**src/rtl/snn_pkg.sv**
```systemverilog
// Shared sizes, packet layout and FSM encoding
// for the ifmap load-and-stream path.
package snn_pkg;

  localparam int DEPTH_I     = 25;
  localparam int DEPTH_F     = 5;
  localparam int ADDR_WIDTH  = 10;
  localparam int PACK_WIDTH  = 64;
  localparam int OUT_ROWS    = DEPTH_I - DEPTH_F + 1;
  localparam int NUM_PACKETS = OUT_ROWS * DEPTH_F;
  localparam int NUM_CELLS   = DEPTH_I * DEPTH_I;

  localparam int MAP1_LSB = 0;
  localparam int MAP2_LSB = 25;
  localparam int ROW_LSB  = 50;
  localparam int OROW_LSB = 55;
  localparam int PAD_LSB  = 60;

  typedef logic [DEPTH_I-1:0] ifmap_row_t;

  typedef enum logic [1:0] {
    ST_LOAD = 2'd0,
    ST_SEND = 2'd1,
    ST_DONE = 2'd2
  } state_t;

  function automatic logic [PACK_WIDTH-1:0] pack_packet(
    input ifmap_row_t m1,
    input ifmap_row_t m2,
    input logic [4:0] r,
    input logic [4:0] o
  );
    return {4'b0, o, r, m2, m1};
  endfunction

endpackage

```
**src/rtl/ifmap_bitmap_store.sv**
```systemverilog
// Two 25x25 spike bitmaps with a bit write port and a
// row read port that already reflects a same-cycle write.
module ifmap_bitmap_store
  import snn_pkg::*;
(
  input  logic                  clk,
  input  logic                  reset,
  input  logic                  wr_en,
  input  logic [1:0]            wr_ts,
  input  logic [ADDR_WIDTH-1:0] wr_addr,
  input  logic                  wr_data,
  input  logic [4:0]            rd_row,
  output ifmap_row_t            rd_row1,
  output ifmap_row_t            rd_row2
);

  ifmap_row_t map1 [DEPTH_I];
  ifmap_row_t map2 [DEPTH_I];

  logic       wr_ok;
  logic       ts_ok;
  logic       addr_ok;
  logic [4:0] wr_row;
  logic [4:0] wr_col;

  assign ts_ok   = (wr_ts == 2'd1) || (wr_ts == 2'd2);
  assign addr_ok = wr_addr < ADDR_WIDTH'(NUM_CELLS);
  assign wr_ok   = wr_en && ts_ok && addr_ok;
  assign wr_row  = 5'(wr_addr / ADDR_WIDTH'(DEPTH_I));
  assign wr_col  = 5'(wr_addr % ADDR_WIDTH'(DEPTH_I));

  // Bit writes; reset clears both maps
  always_ff @(posedge clk) begin
    if (reset) begin
      for (int i = 0; i < DEPTH_I; i++) begin
        map1[i] <= '0;
        map2[i] <= '0;
      end
    end else if (wr_ok) begin
      if (wr_ts == 2'd1) map1[wr_row][wr_col] <= wr_data;
      else               map2[wr_row][wr_col] <= wr_data;
    end
  end

  // Row read with forwarding of a write landing this edge
  always_comb begin
    rd_row1 = map1[rd_row];
    rd_row2 = map2[rd_row];
    if (wr_ok && (wr_row == rd_row)) begin
      if (wr_ts == 2'd1) rd_row1[wr_col] = wr_data;
      else               rd_row2[wr_col] = wr_data;
    end
  end

endmodule

```
**src/rtl/ifmap_row_streamer.sv**
```systemverilog
// Captures two ifmap timesteps, then streams 105 row
// packets in 5x5 convolution-window order.
module ifmap_row_streamer
  import snn_pkg::*;
(
  input  logic                  clk,
  input  logic                  reset,
  input  logic                  in_valid,
  output logic                  in_ready,
  input  logic [1:0]            in_ts,
  input  logic [ADDR_WIDTH-1:0] in_addr,
  input  logic                  in_data,
  input  logic                  ld_valid,
  output logic                  ld_ready,
  output logic                  out_valid,
  input  logic                  out_ready,
  output logic [PACK_WIDTH-1:0] out_data,
  output logic                  frame_done
);

  state_t     state;
  logic [4:0] o_cnt;
  logic [2:0] k_cnt;
  logic [4:0] o_nxt;
  logic [2:0] k_nxt;
  logic [4:0] r_nxt;
  logic       wr_hs;
  logic       ld_hs;
  logic       out_hs;
  logic       last_pkt;
  ifmap_row_t row1;
  ifmap_row_t row2;

  assign in_ready = (state == ST_LOAD) && !reset;
  assign ld_ready = (state == ST_LOAD) && !reset;
  assign wr_hs    = in_valid && in_ready;
  assign ld_hs    = ld_valid && ld_ready;
  assign out_hs   = out_valid && out_ready;
  assign last_pkt = (o_cnt == 5'(OUT_ROWS - 1))
                 && (k_cnt == 3'(DEPTH_F - 1));

  // Window position of the packet to load next
  always_comb begin
    o_nxt = '0;
    k_nxt = '0;
    if (state == ST_SEND) begin
      if (k_cnt == 3'(DEPTH_F - 1)) begin
        k_nxt = '0;
        o_nxt = o_cnt + 5'd1;
      end else begin
        k_nxt = k_cnt + 3'd1;
        o_nxt = o_cnt;
      end
    end
    r_nxt = o_nxt + 5'(k_nxt);
  end

  ifmap_bitmap_store u_store (
    .clk     (clk),
    .reset   (reset),
    .wr_en   (wr_hs),
    .wr_ts   (in_ts),
    .wr_addr (in_addr),
    .wr_data (in_data),
    .rd_row  (r_nxt),
    .rd_row1 (row1),
    .rd_row2 (row2)
  );

  // FSM, window counters and packet register
  always_ff @(posedge clk) begin
    if (reset) begin
      state      <= ST_LOAD;
      o_cnt      <= '0;
      k_cnt      <= '0;
      out_valid  <= 1'b0;
      out_data   <= '0;
      frame_done <= 1'b0;
    end else begin
      unique case (state)
        ST_LOAD: begin
          frame_done <= 1'b0;
          if (ld_hs) begin
            state     <= ST_SEND;
            out_valid <= 1'b1;
            out_data  <= pack_packet(row1, row2,
                                     r_nxt, o_nxt);
          end
        end
        ST_SEND: begin
          if (out_hs) begin
            if (last_pkt) begin
              state      <= ST_DONE;
              out_valid  <= 1'b0;
              out_data   <= '0;
              frame_done <= 1'b1;
              o_cnt      <= '0;
              k_cnt      <= '0;
            end else begin
              o_cnt    <= o_nxt;
              k_cnt    <= k_nxt;
              out_data <= pack_packet(row1, row2,
                                      r_nxt, o_nxt);
            end
          end
        end
        ST_DONE: begin
          frame_done <= 1'b0;
          state      <= ST_LOAD;
        end
        default: begin
          state <= ST_LOAD;
        end
      endcase
    end
  end

endmodule

```
**config.mk**
```make
export PLATFORM = sky130hd
export DESIGN_NAME = ifmap_row_streamer
export DESIGN_NICKNAME = d
export VERILOG_FILES = /design/src/rtl/snn_pkg.sv /design/src/rtl/ifmap_bitmap_store.sv /design/src/rtl/ifmap_row_streamer.sv
export SDC_FILE = /design/constraint.sdc
export NUM_CORES = 2
export LEC_CHECK = 0
export CAP_MARGIN = 20
export CORE_UTILIZATION = 49
export DETAILED_ROUTE_END_ITERATION = 7
export HOLD_SLACK_MARGIN = 0.08
export PLACE_DENSITY = 0.67
export SLEW_MARGIN = 40
export SYNTH_ARGS = -nofsm -noshare
export SYNTH_HDL_FRONTEND = slang
export SYNTH_SLANG_ARGS = --single-unit
```
**constraint.sdc**
```tcl
create_clock -name clk -period 8 [get_ports clk]
set_input_delay 1.6 -clock clk [delete_from_list [all_inputs] [get_ports clk]]
set_output_delay 1.6 -clock clk [all_outputs]
set_load 0.01 [all_outputs]
```
==> flow_summary_export.csv <==
group,metric,value,unit
clock_tree,clock-sinks,1672,
floorplan,io_pins,86,
cells_and_area,layout-drive-gt1-share,17.4,%
grt,grt_use_total,28.7,%
timing,finClkSkew,0.0288,ns
synth,async_flop_share,0,%
timing,post-route-period-util,90.9,%
pwr,pwr-share-comb,15.8,%
setup_path,reg2reg_slack,2.38,ns
floorplan,core,0.169,mm2
timing,hold_ws,0.457,ns
floorplan,die_x,415,um
setup_path,cp-start-kind,"input pin",
route,drc,0,
synth,synth_area_per_cell,12.9,um2
pwr,powerDensity,224,mW/mm2
clock_tree,cts_resized,0,
status,status,"completed",
hold_path,min_to,"out_data[56]$_SDFFE_PP0P_",
pwr,ir_drop,0.171,mV
pwr,p_seq_share,47.2,%
synth,yosys_warnings,0,
setup_path,r2r_end,"out_data[38]$_SDFFE_PP0P_",
route,viasPerCell,6.28,
clock_tree,clock_latency,0.82,ns
grt,antenna_found_initial,10,
timing,final-setup-viol-count,0,
timing,fmax,137,MHz
route,ant_nets,0,
placed_design,dp_cells,8649,
route,wl_per_cell,27.7,um
timing,worstMarginPinSlew,0.895,ns
pwr,sw_frac_of_total,27.1,%
synth,synth_cell_types,88,
cells_and_area,final_area,0.0955,mm2
cells_and_area,utilization,56.4,%
pwr,p_int,15.6,mW
synth,synth_edf_count,1600,
placed_design,placement.cell_area,0.0899,mm2
floorplan,rows,151,
timing,tns,0,ns
timing,report.final.slew_viol_count,0,
pwr,leakage,32.0,nW
setup_path,crit_arrival,7.79,ns
pwr,p_switching,5.80,mW
run,cap_violations,0,
clock_tree,cts_root_buffer,"clkbuf_16",
hold_path,holdPathStages,2,
synth,ys_seq_area_share,59.3,%
grt,grt_overflow,0,
setup_path,r2r_cells,14,
placed_design,place.gp.congestion,0.903,
floorplan,initial_core_util,49.3,%
timing,rsz0062_at_grt,"false",
clock_tree,clk_pin_slew,0.06,ns
grt,grt_start_max_net_pins,238,
cells_and_area,nets,6643,
timing,maxSlewHeadroom,40.3,%
grt,first_global_vias,54200,
route,wl,249,mm
cells_and_area,fin_cells,8981,
synth,ys_seq_elements,1672,
clock_tree,postCtsSetupBuffers,0,
synth,ys.flop_type,"edfxtp_1",
route,first_pass_iters,6,
setup_path,endpoint_kind,"flop",
setup_path,timing.rr.start,"state[0]$_SDFFE_PP0P_",
clock_tree,numCtsBuffers,175,
hold_path,hold_start,"out_data[56]$_SDFFE_PP0P_",
clock_tree,cts-hold-fix-buffers,0,
clock_tree,cts_tree,"yes",
clock_tree,clockBufferDepth,3,
setup_path,critPathRequiredTime,8.52,ns
setup_path,crit_fanout,22,
timing,finalHoldViolCount,0,
floorplan,die_y,415,um
route,route.vias.total,56400,
timing,min_period,7.27,ns
cells_and_area,syn_to_final_growth,14.4,%
clock_tree,cts_max_level,4,
setup_path,path_class,"input pin to flop",
synth,netlist_instances,6460,
pwr,clkPwrFrac,37.0,%
route,drt_iter0_markers,8420,
grt,grt_pass1_wl,363,mm
placed_design,portBuffers,81,
synth,synth_area,0.0835,mm2
floorplan,die-area,0.172,mm2
placed_design,hpwl,148,mm
hold_path,hp-class,"flop to flop",
==> worst max-delay path, cell delays in order <==
cell and delay (ns):
clkdlybuf4s50_1 0.50, inv_1 0.06, ha_1 0.22, or3_1 0.39
nor4_1 0.40, o22ai_1 0.19, a2bb2oi_2 0.19, a311o_1 0.37
nor3_2 0.22, o31ai_4 0.11, xnor2_1 0.16, ha_1 0.21
a21o_1 0.20, a31oi_4 0.19, a21o_1 0.18, ha_1 0.23
inv_1 0.09, nor4b_1 0.50, o41ai_4 0.16, buf_12 0.17
nand2b_1 0.22, nor2_1 0.39, buf_4 0.28, nand2_1 0.06
buf_4 0.28, o21bai_1 0.21
==> worst max-delay path by stage <==
stage,startpoint,to,slack [ns],depth (start not counted)
after floorplan,in_addr[6],u_store.map2[10][8]$_SDFFCE_PN0P_,0.17,27
after global placement,in_addr[1],u_store.map2[14][14]$_SDFFCE_PN0P_,0.02,21
after detailed placement,in_addr[6],u_store.map2[14][2]$_SDFFCE_PN0P_,0.006,26
after CTS,in_addr[6],u_store.map2[14][2]$_SDFFCE_PN0P_,0.84,26
after global routing,in_addr[6],u_store.map2[14][10]$_SDFFCE_PN0P_,0.36,26
final,in_addr[6],u_store.map2[14][2]$_SDFFCE_PN0P_,0.73,26
==> cells in the mapped netlist (4+ instances only) <==
cell type  number  area, um2
a211oi_1        6       45.0
a21o_1        289       2170
a21oi_1        86        430
a22oi_1         4       30.0
a31oi_1        52        325
and2_1         18        113
and3_1          9       56.3
buf_1          37        139
buf_2         198        991
buf_4           7       52.6
buf_6           4       45.0
clkbuf_1      573       2150
dfxtp_1        72       1440
edfxtp_1     1600      48000
ha_1           13        163
inv_1          13       48.8
mux2_2          4       45.0
mux2i_1         9       90.1
mux4_2        500      11300
nand2_1       348       1310
nand2b_1        9       56.3
nand3_1        58        290
nand4_1        11       68.8
nor2_1       1341       5030
nor2b_1         6       37.5
nor3_1         14       70.1
nor4_1          5       31.3
o211a_1         4       40.0
o211ai_1        8       60.1
o21a_1          7       52.6
o21ai_0        39        195
o21ai_1         6       30.0
o21bai_1      969       7270
o31ai_1        20        150
or2_2           6       37.5
or3_1           8       50.1
or4_1          13       97.6
xnor2_1        10       87.6
xor2_1          8       70.1
==> cells in the final DEF (no fill, tap or decap), types with 12 or more instances in the layout <==
cell type / netlist / routed
clkdlybuf4s50_1: 0 / 79
clkinv_1: 0 / 56
o21bai_1: 969 / 969
nand3_1: 58 / 58
nand2_4: 0 / 23
nand2_1: 348 / 325
buf_12: 0 / 152
a31oi_1: 52 / 52
buf_4: 7 / 202
a21oi_1: 86 / 82
a21o_1: 289 / 288
conb_1: 1 / 350
o21ai_0: 39 / 39
or4_1: 13 / 13
clkbuf_16: 0 / 179
and2_1: 18 / 17
mux4_2: 500 / 500
edfxtp_1: 1600 / 1600
o31ai_1: 20 / 20
dfxtp_1: 72 / 72
ha_1: 13 / 12
nor2_1: 1341 / 1339
inv_1: 13 / 13
clkinv_2: 0 / 22
clkbuf_1: 573 / 41
==> power by group through the flow <==
| stage | combinational (mW) | clock [mW] | sequential [mW] |
|---|---|---|---|
| global route | 3.53 | 8.30 | 10.1 |
| detailed placement | 3.29 | 0 | 10.3 |
| floorplan | 1.99 | 0 | 10.2 |
| finish | 3.38 | 7.91 | 10.1 |
| CTS | 3.30 | 7.99 | 10.1 |
| global placement | 3.24 | 0 | 10.3 |
==> per-layer routing <==
layer  vias to the layer above  part of all wire (%)  GRT usage [%]  wire (um)
met5                         -                 0.032              0         80
met4                        12                   4.3           11.6      10700
met3                       562                    12           6.68      28800
met2                      3233                    47           45.5     117000
met1                     28700                    37           38.1      92100
li1                      23900                     -              -          -
==> sequential cells by signal, summed over array words and instances, names as in the netlist <==
register / cells
u_store.map1: 800
u_store.map2: 800
out_data: 60
o_cnt: 5
k_cnt: 3
state: 2
frame_done: 1
out_valid: 1
==> kinds of logic after synthesis <==
family                     share of synthesized area (%)
adders and majority gates                          0.219
xor gates and xnor gates                           0.189
buffers and inverters                               4.10
and+or+nand+nor                                     8.95
muxes                                               13.7
other                                            0.00449
AOI/OAI and AO/OA                                   13.6
DFF                                                 59.3
==> cell type report <==
cell class,count,area [um2]
Fill cell,13500,73800
Sequential cell,1672,49500
Multi-Input combinational cell,4305,32200
Timing Repair Buffer,444,5550
Clock buffer,220,4630
Tap cell,2218,2780
Clock inverter,104,826
Inverter,13,48.8
Antenna cell,5,12.5
==> per-stage QoR <==
step | worst slack [ns] | power [mW]
final | 0.727 | 21.4
after global routing | 0.357 | 22.0
after CTS | 0.841 | 21.4
after detailed placement | 0.00641 | 13.6
after global placement | 0.0218 | 13.5
after floorplan | 0.165 | 12.2
Power figures use the tool's default switching activity.
